### config.mk
export PLATFORM = sky130hd
export DESIGN_NAME = icg_en_ctrl
export DESIGN_NICKNAME = d
export VERILOG_FILES = /design/src/rtl/icg_en_ctrl.sv
export SDC_FILE = /design/constraint.sdc
export NUM_CORES = 1
export LEC_CHECK = 0
export CORE_ASPECT_RATIO = 0.75
export CORE_MARGIN = 5
export CORE_UTILIZATION = 51
export DETAILED_ROUTE_END_ITERATION = 8
export GPL_TIMING_DRIVEN = 1
export MAX_ROUTING_LAYER = met4
export PLACE_DENSITY = 0.79
export SLEW_MARGIN = 25
export SYNTH_ARGS = -nofsm -noshare
export SYNTH_HDL_FRONTEND = slang
export SYNTH_SLANG_ARGS = --single-unit
### constraint.sdc
create_clock -name clk -period 3.1 [get_ports clk]
set_clock_uncertainty 0.1 [all_clocks]
set_input_delay 0.31 -clock clk [delete_from_list [all_inputs] [get_ports clk]]
set_output_delay 0.31 -clock clk [all_outputs]
set_load 0.01 [all_outputs]
### src/rtl/icg_en_ctrl.sv
// Idle-timeout clock-gate enable controller.
// Counts consecutive idle cycles of the gated block and drops the ICG enable
// once the programmable threshold is reached. A wake request or a gate disable
// restores the clock. clk_rdy is held low for WAKE_LAT settle cycles.
// All logic runs on the free-running clock.
module icg_en_ctrl #(
    parameter int IDLE_CNT_W = 8,
    parameter int WAKE_LAT   = 2,
    parameter int CNT_W      = 16
) (
    input  logic                  clk,
    input  logic                  rst,
    input  logic                  busy,
    input  logic                  wake_req,
    input  logic [IDLE_CNT_W-1:0] cfg_idle_thresh,
    input  logic                  cfg_gate_dis,
    output logic                  icg_en,
    output logic                  clk_rdy,
    output logic                  gated,
    output logic [CNT_W-1:0]      gate_cnt
);

    // The settle counter must hold WAKE_LAT-1; keep at least one bit so the
    // WAKE_LAT=0 build (where WAKE is unreachable) still elaborates cleanly.
    localparam int WL_W = (WAKE_LAT > 1) ? $clog2(WAKE_LAT) : 1;
    localparam logic [WL_W-1:0] WAKE_LAST = WL_W'((WAKE_LAT > 0) ? WAKE_LAT - 1 : 0);

    typedef enum logic [1:0] {
        ST_RUN   = 2'd0,
        ST_GATED = 2'd1,
        ST_WAKE  = 2'd2
    } state_e;

    state_e                  state_q, state_d;
    logic [IDLE_CNT_W-1:0]   idle_cnt_q, idle_cnt_d;
    logic [WL_W-1:0]         wake_cnt_q, wake_cnt_d;
    logic [CNT_W-1:0]        gate_cnt_q, gate_cnt_d;
    logic                    icg_en_q, icg_en_d;
    logic                    clk_rdy_q, clk_rdy_d;
    logic                    gated_q, gated_d;

    logic                    idle;
    logic [IDLE_CNT_W:0]     idle_cnt_inc;
    logic                    thresh_hit;

    // Idle qualification and live threshold compare; the extra bit keeps
    // idle_cnt+1 from wrapping when the counter sits at all-ones.
    always_comb begin
        idle         = !busy && !wake_req && !cfg_gate_dis && (cfg_idle_thresh != '0);
        idle_cnt_inc = {1'b0, idle_cnt_q} + (IDLE_CNT_W+1)'(1);
        thresh_hit   = idle_cnt_inc >= {1'b0, cfg_idle_thresh};
    end

    // Next-state, counters and registered-output values.
    always_comb begin
        state_d    = state_q;
        idle_cnt_d = idle_cnt_q;
        wake_cnt_d = wake_cnt_q;
        gate_cnt_d = gate_cnt_q;

        case (state_q)
            ST_RUN: begin
                if (idle && thresh_hit) begin
                    state_d    = ST_GATED;
                    idle_cnt_d = '0;
                    if (gate_cnt_q != '1) begin
                        gate_cnt_d = gate_cnt_q + CNT_W'(1);
                    end
                end else if (idle) begin
                    idle_cnt_d = idle_cnt_inc[IDLE_CNT_W-1:0];
                end else begin
                    idle_cnt_d = '0;
                end
            end
            ST_GATED: begin
                // busy is frozen in the gated domain, so only wake sources matter.
                idle_cnt_d = '0;
                if (wake_req || cfg_gate_dis) begin
                    if (WAKE_LAT > 0) begin
                        state_d    = ST_WAKE;
                        wake_cnt_d = '0;
                    end else begin
                        state_d = ST_RUN;
                    end
                end
            end
            ST_WAKE: begin
                // Settle sequence always runs to completion, even if wake_req drops.
                idle_cnt_d = '0;
                if (wake_cnt_q == WAKE_LAST) begin
                    state_d    = ST_RUN;
                    wake_cnt_d = '0;
                end else begin
                    wake_cnt_d = wake_cnt_q + WL_W'(1);
                end
            end
            default: begin
                state_d    = ST_RUN;
                idle_cnt_d = '0;
                wake_cnt_d = '0;
            end
        endcase

        // Outputs are decoded from the next state so they are pure flop outputs.
        icg_en_d  = (state_d != ST_GATED);
        clk_rdy_d = (state_d == ST_RUN);
        gated_d   = (state_d == ST_GATED);
    end

    // State and output registers with synchronous reset to the clock-running state.
    always_ff @(posedge clk) begin
        if (rst) begin
            state_q    <= ST_RUN;
            idle_cnt_q <= '0;
            wake_cnt_q <= '0;
            gate_cnt_q <= '0;
            icg_en_q   <= 1'b1;
            clk_rdy_q  <= 1'b1;
            gated_q    <= 1'b0;
        end else begin
            state_q    <= state_d;
            idle_cnt_q <= idle_cnt_d;
            wake_cnt_q <= wake_cnt_d;
            gate_cnt_q <= gate_cnt_d;
            icg_en_q   <= icg_en_d;
            clk_rdy_q  <= clk_rdy_d;
            gated_q    <= gated_d;
        end
    end

    assign icg_en   = icg_en_q;
    assign clk_rdy  = clk_rdy_q;
    assign gated    = gated_q;
    assign gate_cnt = gate_cnt_q;

endmodule
======== Yosys cells after proc, flatten, opt, wreduce, memory -nomap -nowiden ========
Cells that the tools add are included.
cells by class
  add/subtract/negate cells ............... 3
  order comparisons ....................... 1
  equality and inequality tests ........... 6
  muxes and demuxes ....................... 7
  bitwise gates (word level) .............. 2
  reduce and logical (&&, ||, !) cells .... 14
operator list
  cell                     number
  $add A16 B1 Y16 const B  1
  $ne A16 B16 Y1 const B   1
  $add A8 B1 Y9 const B    1
  $ge A9 B8 Y1             1
  $reduce_bool A8 Y1       1
  $mux W2                  3
  $pmux W2 S3              1
  $eq A2 B1 Y1 const B     2
  $logic_and A1 B1 Y1      4
  $logic_not A2 Y1         2
  $reduce_or A4 Y1         1
  $logic_not A1 Y1         3
  $pmux W1 S3              1
  $reduce_and A3 Y1        1
  $eq A2 B2 Y1 const B     1
  $mux W1                  2
  $ne A2 B1 Y1 const B     1
  $ne A2 B2 Y1 const B     1
  $not A1 Y1               2
  $reduce_and A2 Y1        1
  $add A1 B1 Y1 const B    1
  $logic_or A1 B1 Y1       1
word-level totals
  register bits ........................... 30
  bits of input ports ..................... 13
  output and inout port bits .............. 19
  word-level logic and storage cells ...... 40

======== Depth between registers and ports, before layout ========
  depth after elaboration ................. 8
  mapped depth ............................ 12
  gate-level depth less buffers ........... 10

======== Worst setup path before layout ========
No wires, ideal clock.
  path type ............................... register -> register
  from .................................... register idle_cnt_q[0]
  to ...................................... register gate_cnt_q[1] (netlist: gate_cnt[1])
  setup time .............................. 70 ps
  data arrival time ....................... 2418 ps
  data required time ...................... 2930 ps
  slack ................................... 511 ps
  stages on the path, launching flop included .. 13
  buffers on the path ..................... 2
  clock period less this slack ............ 2589 ps
  cells stage by stage .................... dfxtp_1 ha_1 nand2_1 nor2_1 xor2_1 ha_1 a21oi_1 o21ai_0 a221oi_1 clkbuf_1 clkbuf_1 o21ai_0 a21oi_1
between the ends
  longest elaborated chain between the ends .. 4
RTL lines
  item                                line  source
  start: declaration                  35    logic [IDLE_CNT_W-1:0] idle_cnt_q, idle_cnt_d;
  start signal: assignment            122   idle_cnt_q <= idle_cnt_d;
  $add A8 B1 Y9                       50    idle_cnt_inc = {1'b0, idle_cnt_q} + (IDLE_CNT_W+1)'(1);
  via idle_cnt_inc[6]                 43    logic [IDLE_CNT_W:0] idle_cnt_inc;
  $ge A9 B8 Y1                        51    thresh_hit = idle_cnt_inc >= {1'b0, cfg_idle_thresh};
  $logic_and A1 B1 Y1                 63    if (idle && thresh_hit) begin
  $reduce_and A3 Y1 (no source line)  -
  end signal: assignment              124   gate_cnt_q <= gate_cnt_d;
  end: declaration                    37    logic [CNT_W-1:0] gate_cnt_q, gate_cnt_d;
The timed path passes the listed nets, and every way through them passes these cells.
A chain may end at the register's enable or synchronous reset.

======== Final worst setup path ========
  from .................................... register idle_cnt_q[0]
  to ...................................... register gate_cnt_q[12] (netlist: gate_cnt[12])
The elaborated chain is that of the path after synthesis.

==> flow_metrics.tcl <==
set metrics [dict create \
    global_route.usage.total 0.188 \
    antennaDiodeCount 0 \
    yosysMostFrequentCell "dfxtp_1" \
    period_minus_slack_ns 2.76 \
    syn-num-nets 219 \
    synth_flop_cell "dfxtp_1" \
    post_cts_buffers 0 \
    drcViolationCount 0 \
    seq_power_share 0.528 \
    worstHoldEndpoint "idle_cnt_q[0]$_SDFF_PP0_" \
    final_max_slew_viol_count 0 \
    antenna_left 0 \
    whs_path_depth 1 \
    dieArea_mm2 0.00444 \
    internal_power_w 0.000579 \
    synth_area_leaders "dfxtp_1, ha_1, nor2_1" \
    timing.slew.headroom 0.419 \
    vias 1564 \
    synthTopCellsByCount "dfxtp_1, nor2_1, a21oi_1" \
    cp-start-kind "flip-flop" \
    hp-class "flip-flop to flip-flop" \
    grt_setup_unrepaired "false" \
    r2r_cells 11 \
    synth.largest_area_cell "dfxtp_1" \
    dr.pass1.iters 5 \
    core_area_mm2 0.00300 \
    fin_setup_tns_ns 0 \
    required_ns 3.17 \
    dp_slack_ns 0.363 \
    max-cap-violations 0 \
    dp_hpwl_mm 2.85 \
    syn_avg_cell_area_um2 8.31 \
    cts_num_sinks 30 \
    path_class "flip-flop to flip-flop" \
    yosys_warnings 0 \
    die_y_um 58.9 \
    hold_buffers 0 \
    final.setup.worst_slack_ns 0.336 \
    setup_violations 0 \
    hp-start "idle_cnt_q[0]$_SDFF_PP0_" \
    grt.overflow.total 0 \
    initial_core_util 0.543 \
    totalWireLength_mm 3.66 \
    p_sw_frac 0.209 \
    grt_pass1_wl_mm 6.26 \
    drive_gt1_frac 0.0783 \
    leakage_nw 0.762 \
    cts-root-buf "clkbuf_8" \
    power_density_mw_per_mm2 353 \
    cts_resized 0 \
    gp_congestion 1.01 \
    synth_edf_count 0 \
    syn-instance-count 196 \
    ioPinCount 32 \
    end_kind "flip-flop" \
    yosys.area.top_type_share 0.369 \
    path_cells "ha_1 > nand2_1 > nor2_1 > xor2_1 > ha_1 > nand2_1 > o21ai_0 > a221oi_2 > buf_4 > nor4b_1 > mux2_2" \
    max_freq_ghz 0.362 \
    viasPerCell 5.84 \
    path_clk_slew_ns 0.06 \
    grt_max_degree 30 \
    grt_pass1_vias 1457 \
    path_delay_family "simple AND/OR/NAND/NOR gates" \
    syn_area_mm2 0.00163 \
    power_frac_comb 0.062 \
    antenna_found_initial 0 \
    ys_ff_latch 30 \
    slowest_delay_ns 0.37 \
    die-width_um 75.3 \
    fin_crit_sh 0.892 \
    tightestPinTransition_ns 0.869 \
    cpMaxStageDelayCell "dfxtp_1" \
    cp.arrival_ns 2.83 \
    clk_latency_ns 0.28 \
    irDropWorstVdd_uv 254 \
    r2r_setup_slack_ns 0.34 \
    io_buffers 31 \
    r2r-end "gate_cnt[12]$_SDFFE_PP0P_" \
    p_sw_w 0.000153 \
    htreeDepth 2 \
    synthArstFlopShare 0 \
    tritoncts "built" \
    outcome "completed" \
    numCtsBuffers 5 \
    wl_per_cell_um 13.6 \
    clkPwrFrac 0.410 \
    cp_num_buf_inv 1 \
    clockBufferDepth 2 \
    drt_iter0_drc 96 \
    path_max_fanout 29 \
    nNetsFinal 254 \
    crit-reg2reg-launch "idle_cnt_q[0]$_SDFF_PP0_" \
    synthDistinctLibCells 35 \
    syn_to_final_growth_pct 27.2 \
    synth.yosys.seq_area_share 0.369 \
    final_hold_viol_count 0 \
    rows 17 \
]
## state kept, by name (all words and copies together) (netlist names)
signal / cells
clk_rdy: 1
gate_cnt: 16
gated: 1
icg_en: 1
idle_cnt_q: 8
state_q: 2
wake_cnt_q: 1
## stage by stage
step	util	std cells	area [µm²]	hold WS [ns]	power, W
floorplan	-	196	1630	0.333	0.000414
global placement	0.663	262	1990	0.349	0.000438
detailed placement	0.663	262	1990	0.379	0.000440
CTS	0.691	268	2070	0.392	0.000742
global route	0.691	268	2070	0.408	0.000767
finish	0.691	268	2070	0.379	0.000732
## cells by family after synthesis
logic type                 share of synthesized area
and+or+nand+nor                                0.290
adders and majority gates                     0.0768
AOI/OAI and AO/OA                              0.156
buffers and inverters                         0.0346
DFF                                            0.369
xor gates and xnor gates                      0.0323
muxes                                         0.0415
## how the worst max path moves through the flow
stage                                   startpoint                        end  slack (ns)  depth (start not counted)
after floorplan           idle_cnt_q[0]$_SDFF_PP0_   gate_cnt[1]$_SDFFE_PP0P_        0.51                         12
after global placement                cfg_gate_dis  gate_cnt[11]$_SDFFE_PP0P_        0.48                          7
after detailed placement  idle_cnt_q[0]$_SDFF_PP0_  gate_cnt[12]$_SDFFE_PP0P_        0.36                         11
after CTS                 idle_cnt_q[0]$_SDFF_PP0_  gate_cnt[12]$_SDFFE_PP0P_        0.35                         11
after global routing      idle_cnt_q[0]$_SDFF_PP0_  gate_cnt[12]$_SDFFE_PP0P_        0.17                         11
final                     idle_cnt_q[0]$_SDFF_PP0_  gate_cnt[12]$_SDFFE_PP0P_        0.34                         11
## routing by layer
metal  part of all wire  global-route usage  up-vias
met5                  0                   -        -
met3              0.072              0.0461       10
met1               0.46               0.234      721
met4              0.013              0.0773        0
li1                   -                   -      775
met2               0.46               0.290       58
## cell usage in the layout (no fill, tap or decap), types with 2 or more instances in the layout
cell type,instances
o21a_1,2
nor4_1,2
xnor2_1,2
dfxtp_1,30
nor3b_1,3
ha_1,10
o31ai_1,5
nand3_1,11
clkbuf_8,6
buf_4,2
clkdlybuf4s50_1,31
nor3_1,3
nand2_1,9
nor2b_1,12
mux2_2,6
nor2_1,24
xor2_1,4
o21ai_0,11
or4_1,5
a21oi_1,14
or3_1,5
inv_1,10
and3_1,3
o211ai_1,2
nand4_1,6
## worst register-to-register path: stages (launching register included)
cell	delay (ns)
dfxtp_1	0.37
ha_1	0.24
nand2_1	0.07
nor2_1	0.14
xor2_1	0.11
ha_1	0.33
nand2_1	0.06
o21ai_0	0.20
a221oi_2	0.08
buf_4	0.23
nor4b_1	0.36
mux2_2	0.37
## layout make-up
cell class | instances | area (µm²)
well taps | 38 | 47.5
fillers | 232 | 927
multi-input cells | 151 | 978
repair buffers | 33 | 325
clock buffers | 6 | 82.6
flip-flops and latches | 30 | 601
inverters | 10 | 37.5
## power by group through the flow
| stage | combinational, W | clock [W] | sequential, W |
|---|---|---|---|
| final | 0.0000452 | 0.000300 | 0.000387 |
| after global routing | 0.0000495 | 0.000331 | 0.000386 |
| after CTS | 0.0000451 | 0.000310 | 0.000387 |
| after detailed placement | 0.0000450 | 0 | 0.000395 |
| after global placement | 0.0000432 | 0 | 0.000395 |
| after floorplan | 0.0000195 | 0 | 0.000395 |
No activity file was read; power rests on OpenSTA's default activity.
